[src/rtl/nn_pkg.sv]
// Shared constants and state encoding for the layer-1/layer-2 post-processing stages.
package nn_pkg;

    localparam int L1_NEURONS = 32;
    localparam int ACC_W      = 20;
    localparam int ACT_W      = 8;
    localparam int QSHIFT     = 8;
    localparam int ACT_MAX    = 127;
    localparam int IDX_W      = 5;

    typedef enum logic [1:0] {
        ST_IDLE   = 2'd0,
        ST_LOAD   = 2'd1,
        ST_STREAM = 2'd2,
        ST_DONE   = 2'd3
    } l1_state_t;

endpackage

[src/rtl/relu_sat_q.sv]
// Combinational ReLU + floor right shift + saturation of one signed accumulator.
module relu_sat_q #(
    parameter int IN_W  = 20,
    parameter int OUT_W = 8,
    parameter int SHIFT = 8,
    parameter int MAX   = 127
) (
    input  logic [IN_W-1:0]  i_acc,
    output logic [OUT_W-1:0] o_q
);

    localparam logic [IN_W-1:0] LIMIT = IN_W'(MAX);

    logic [IN_W-1:0] w_shifted;

    // Negative inputs are clamped first, so a logical shift equals the floor shift here.
    assign w_shifted = i_acc >> SHIFT;

    always_comb begin
        o_q = '0;
        if (!i_acc[IN_W-1]) begin
            if (w_shifted > LIMIT) begin
                o_q = LIMIT[OUT_W-1:0];
            end else begin
                o_q = w_shifted[OUT_W-1:0];
            end
        end
    end

endmodule

[src/rtl/relu_quant_l1.sv]
// Layer-1 post-processing: snapshot the MAC accumulators on start, then stream
// one ReLU-requantised int8 activation per handshake to layer 2.
module relu_quant_l1
    import nn_pkg::*;
(
    input  logic                        clk,
    input  logic                        rst,
    input  logic                        start,
    input  logic [L1_NEURONS*ACC_W-1:0] acc_in_packed,
    output logic                        out_valid,
    input  logic                        out_ready,
    output logic [ACT_W-1:0]            out_data,
    output logic [IDX_W-1:0]            out_idx,
    output logic                        out_last,
    output logic                        busy,
    output logic                        done
);

    localparam logic [IDX_W-1:0] LAST_IDX = IDX_W'(L1_NEURONS - 1);

    l1_state_t        r_state;
    l1_state_t        w_nextState;
    logic [ACC_W-1:0] r_snap [L1_NEURONS];
    logic [IDX_W-1:0] r_idx;
    logic [ACT_W-1:0] r_data;
    logic             r_valid;
    logic             r_last;

    logic [IDX_W-1:0] w_nextIdx;
    logic [ACT_W-1:0] w_nextData;
    logic             w_nextValid;
    logic             w_nextLast;
    logic             w_snapEn;
    logic             w_accept;
    logic [IDX_W-1:0] w_qSel;
    logic [ACT_W-1:0] w_q;

    // The MAC array is free to clear once this copy is taken.
    always_ff @(posedge clk or posedge rst) begin
        if (rst) begin
            for (int j = 0; j < L1_NEURONS; j++) begin
                r_snap[j] <= '0;
            end
        end else if (w_snapEn) begin
            for (int j = 0; j < L1_NEURONS; j++) begin
                r_snap[j] <= acc_in_packed[j*ACC_W +: ACC_W];
            end
        end
    end

    // One shared quantiser looks ahead at the element that will be presented next.
    assign w_qSel   = (r_state == ST_LOAD) ? '0 : r_idx + IDX_W'(1);
    assign w_accept = r_valid && out_ready;

    relu_sat_q #(
        .IN_W  (ACC_W),
        .OUT_W (ACT_W),
        .SHIFT (QSHIFT),
        .MAX   (ACT_MAX)
    ) u_quant (
        .i_acc (r_snap[w_qSel]),
        .o_q   (w_q)
    );

    always_ff @(posedge clk or posedge rst) begin
        if (rst) begin
            r_state <= ST_IDLE;
            r_idx   <= '0;
            r_data  <= '0;
            r_valid <= 1'b0;
            r_last  <= 1'b0;
        end else begin
            r_state <= w_nextState;
            r_idx   <= w_nextIdx;
            r_data  <= w_nextData;
            r_valid <= w_nextValid;
            r_last  <= w_nextLast;
        end
    end

    always_comb begin
        w_nextState = r_state;
        w_nextIdx   = r_idx;
        w_nextData  = r_data;
        w_nextValid = r_valid;
        w_nextLast  = r_last;
        w_snapEn    = 1'b0;
        unique case (r_state)
            ST_IDLE: begin
                if (start) begin
                    w_snapEn    = 1'b1;
                    w_nextState = ST_LOAD;
                end
            end
            ST_LOAD: begin
                w_nextData  = w_q;
                w_nextIdx   = '0;
                w_nextValid = 1'b1;
                w_nextLast  = (LAST_IDX == '0);
                w_nextState = ST_STREAM;
            end
            ST_STREAM: begin
                if (w_accept) begin
                    if (r_idx == LAST_IDX) begin
                        w_nextValid = 1'b0;
                        w_nextLast  = 1'b0;
                        w_nextState = ST_DONE;
                    end else begin
                        w_nextIdx  = r_idx + IDX_W'(1);
                        w_nextData = w_q;
                        w_nextLast = ((r_idx + IDX_W'(1)) == LAST_IDX);
                    end
                end
            end
            ST_DONE: begin
                w_nextState = ST_IDLE;
            end
            default: begin
                w_nextState = ST_IDLE;
            end
        endcase
    end

    assign out_valid = r_valid;
    assign out_data  = r_data;
    assign out_idx   = r_idx;
    assign out_last  = r_last;
    assign busy      = (r_state != ST_IDLE);
    assign done      = (r_state == ST_DONE);

endmodule

[config.mk]
export PLATFORM = sky130hd
export DESIGN_NAME = relu_quant_l1
export DESIGN_NICKNAME = d
export VERILOG_FILES = /design/src/rtl/nn_pkg.sv /design/src/rtl/relu_sat_q.sv /design/src/rtl/relu_quant_l1.sv
export SDC_FILE = /design/constraint.sdc
export NUM_CORES = 1
export LEC_CHECK = 0
export ABC_CLOCK_PERIOD_IN_PS = 18000
export CAP_MARGIN = 5
export CORE_AREA = 2 2 259 261
export DETAILED_ROUTE_END_ITERATION = 10
export DIE_AREA = 0 0 261 263
export PLACE_DENSITY_LB_ADDON = 0.25
export SYNTH_ARGS = -nofsm -noshare
export SYNTH_HDL_FRONTEND = slang
export SYNTH_SLANG_ARGS = --single-unit
export TNS_END_PERCENT = 30
[constraint.sdc]
create_clock -name clk -period 18 [get_ports clk]
set_input_delay 2.7 -clock clk [delete_from_list [all_inputs] [get_ports clk]]
set_output_delay 2.7 -clock clk [all_outputs]
set_load 0.03 [all_outputs]
==> impl_metrics.ini <==
[logic_synthesis]
edff_count_synth = 0
synth-adder-area-share_pct = 0.548
yosys.area_share.simple_pct = 2.43
postSynthRegisterBits = 401
postSynthCellCount = 1179
synthDistinctLibCells = 46
syn_nets = 1831
syn-mean-instance-area_sq_um = 15.5
synth_ff_type = dfrtp_1
synth_compound_area_share_pct = 3.67
dominant_combinational_cell_family_by_area_after_synthesis = multiplexers
synth_mux_area_share_pct = 36.0
synth-xor-area-share_pct = 0.144
ys_seq_area_share_pct = 55.0
synth.cell_area_sq_um = 18300
proportion_of_register_bits_with_asynchronous_set_or_reset_after_synthesis_pct = 100
yosys_warnings = 0

[worst_hold_path]
hold_class = flip-flop to flip-flop

[placement]
gp_congestion = 0.777
dp_hpwl_mm = 42.3
numPortBuffers = 404

[route]
route.layer.met1.wl_mm = 25.1
drt_first_pass_iters = 6
wl_mm = 58.3
detail_route.iter0.violations = 495
drt_drc_violations_left = 0
dr_total_vias = 11700
drt.antenna.violating_nets = 0
vias_per_cell = 4.71
maxUsedRoutingLayer = met5
wl_per_cell_um = 23.5
met2_routed_wl_mm = 25.4
met3_wirelength_mm = 6.23

[sta]
worst_max_slew_margin_expressed_relative_to_the_limit_pct = 25.1
timing_limited_maximum_frequency_mhz = 158
maxSlewViolCount = 0
finalCritPeriodShare_pct = 35.3
layout_min_cycle_time_ns = 6.35
final_hold_violating_endpoints = 0
worst_slew_pin_slew_ns = 1.12
final.setup_skew_ns = 0.00881
rsz0062_at_grt = no
setup_viol = 0
timing.setup.tns_ns = 0

[clock_network]
numCtsBuffers = 50
clock_sinks = 401
clk_latency_ns = 0.58
cts_setup_buffers = 0
cts_resized = 0
htree_num_levels = 2
holdBufCountCts = 0
clk_pin_slew_ns = 0.06
tritoncts = yes
cts.path.max_buffers = 3
clock-root-buffer = clkbuf_16

[worst_setup_path]
worstReg2RegStart = r_state[0]$_DFFE_PP0P_
crit_required_ns = 18.46
startpoint_type = input port
timing.critical_path.fanout_max = 78
endpoint_of_the_worst_setup_timing_path = r_snap[369]$_DFFE_PP0P_
arrival_ns = 6.80
timing.reg2reg.worst_path_depth = 7
worst_setup_path_startpoint = start
r2r_slack_ns = 13.51
critPathMostFrequentCell = buf_4
critPathKind = input port to flip-flop
crit_path_cell_trace = clkdlybuf4s50_1 > nand2_4 > buf_4 > buf_4 > buf_4 > mux2_2
cpMaxStageDelayCell = buf_4
r2r_end = r_snap[369]$_DFFE_PP0P_
slowest_delay_ns = 0.90
setup.worst_path.end_class = flip-flop

[global_route]
first_global_vias = 12700
antenna_violations_before_repair = 30
grt_pass1_wl_mm = 85.5
pin_count_of_the_biggest_net_entering_global_routing = 153
globalRouteTotalUtil_pct = 16.9
gr-total-overflow = 0

[finish]
nets = 2221
area_delta_synth_final_pct = 37.0
layout-drive-gt1-share_pct = 36.9

[pwr]
power.share.clock_pct = 22.6
design_power_mw = 4.76
p_seq_share_pct = 33.4
switching_power_mw = 1.62
ir_drop_uv = 90.2
pwr-share-comb_pct = 44.0
internal_power_mw = 3.14
power.switching_fraction_pct = 34.0
power_per_cell_area_nw_per_um2 = 190
cellLeakagePower_nw = 10.0

[floorplanning]
row_count = 94
boundaryPins = 661
core_sq_um = 65600
die_area_sq_um = 68600
starting_density_of_the_core_pct = 27.8
fp.dieW_um = 261
die_h_um = 263

[run_status]
status = completed

[run]
drv.max_cap_violation_count = 0
## how the worst min path moves through the flow
stage	startpoint	slack, ns	cells after the start	end
after floorplan	r_snap[557]$_DFFE_PP0P_	0.47	1	r_snap[557]$_DFFE_PP0P_
after detailed placement	r_snap[31]$_DFFE_PP0P_	0.49	1	r_snap[31]$_DFFE_PP0P_
final	r_snap[298]$_DFFE_PP0P_	0.50	1	r_snap[298]$_DFFE_PP0P_
after global routing	r_snap[359]$_DFFE_PP0P_	0.51	1	r_snap[359]$_DFFE_PP0P_
after CTS	r_snap[31]$_DFFE_PP0P_	0.50	1	r_snap[31]$_DFFE_PP0P_
after global placement	r_snap[234]$_DFFE_PP0P_	0.48	1	r_snap[234]$_DFFE_PP0P_
## placed cells by master (no fill, tap or decap), drive strengths merged, types with 2 or more instances in the layout
master / instances
o21ai: 13
clkinvlp: 3
and2: 17
xor2: 2
ha: 8
inv: 6
clkdlybuf4s50: 404
o21a: 8
bufinv: 6
or2: 3
nor2: 19
a31oi: 12
nand2: 28
mux2i: 16
clkbuf: 75
a2111oi: 7
a21oi: 9
a211oi: 26
mux2: 386
nand2b: 3
and3: 2
a311oi: 8
diode: 6
buf: 19
nand3: 11
dfrtp: 401
nor3: 3
clkinv: 7
mux4: 92
## metal layers
| metal | track usage (%) | vias to the layer above |
|---|---|---|
| met5 | 0 | - |
| met4 | 4.16 | 46 |
| met3 | 7.31 | 109 |
| met2 | 25.3 | 361 |
| met1 | 22.5 | 5931 |
| li1 | - | 5223 |
## area by class of cell
type | count | area (sq um)
Antenna cell | 6 | 15.0
Fill cell | 6236 | 40600
Clock inverter | 17 | 250
Timing Repair Buffer | 423 | 4200
Sequential cell | 401 | 10000
Clock buffer | 75 | 1550
Inverter | 5 | 26.3
Tap cell | 864 | 1080
Multi-Input combinational cell | 688 | 7860
## Yosys cell counts, types with 2 or more instances
cell,number,area [sq um]
dfrtp_1,401,10000
mux2_2,386,4350
mux4_2,92,2070
clkbuf_1,61,229
nand2_1,28,105
a211oi_1,26,195
nor2_1,18,67.6
mux2i_1,16,160
and2_1,15,93.8
o21ai_0,13,65.1
buf_2,12,60.1
a31oi_1,11,68.8
nand3_1,11,55.1
a21oi_1,9,45.0
a311oi_1,8,70.1
ha_1,8,100
o21a_1,8,60.1
a2111oi_0,7,61.3
buf_4,5,37.5
inv_1,5,18.8
buf_6,4,45.0
buf_1,3,11.3
nand2b_1,3,18.8
nor3_1,3,15.0
and2_0,2,12.5
and3_1,2,12.5
or2_2,2,12.5
xor2_1,2,17.5
## critical path: cells and delay by family
kind          cells  cell delay [ns]
buf+inv           4             2.74
mux               1             0.42
simple gates      1             0.78
## cells by family (layout without fill, tap and decap cells)
kind of cell / after synthesis / in the layout
mux: 494 / 494
flops: 401 / 401
compound gates: 92 / 92
simple gates: 91 / 91
buf+inv: 90 / 520
fa+ha+maj: 8 / 8
xor+xnor: 3 / 3
other cells: 0 / 6
## registers in the layout, indices dropped and copies added, names as in the netlist
| name | flops |
|---|---|
| out_last | 1 |
| out_idx | 5 |
| out_valid | 1 |
| out_data | 8 |
| r_state | 2 |
| r_snap | 384 |
## power groups by stage
stage / sequential, mW / clock, mW / combinational [mW]
after floorplan: 1.54 / 0 / 1.46
after global placement: 1.58 / 0 / 2.12
after detailed placement: 1.60 / 0 / 2.15
after CTS: 1.59 / 1.11 / 2.16
after global routing: 1.64 / 1.15 / 2.26
final: 1.59 / 1.08 / 2.09
## through the flow
stage / worst slack (ns) / hold slack (ns) / cell area (sq um) / util [%] / cells
floorplan: 4.15 / 0.471 / 18300 / - / 1179
global placement: 11.09 / 0.482 / 23200 / 35.3 / 2381
detailed placement: 11.03 / 0.488 / 23200 / 35.3 / 2381
CTS: 11.65 / 0.500 / 25000 / 38.1 / 2473
global route: 11.39 / 0.510 / 25000 / 38.1 / 2474
finish: 11.65 / 0.498 / 25000 / 38.1 / 2479
No activity file was read; power rests on OpenSTA's default activity.
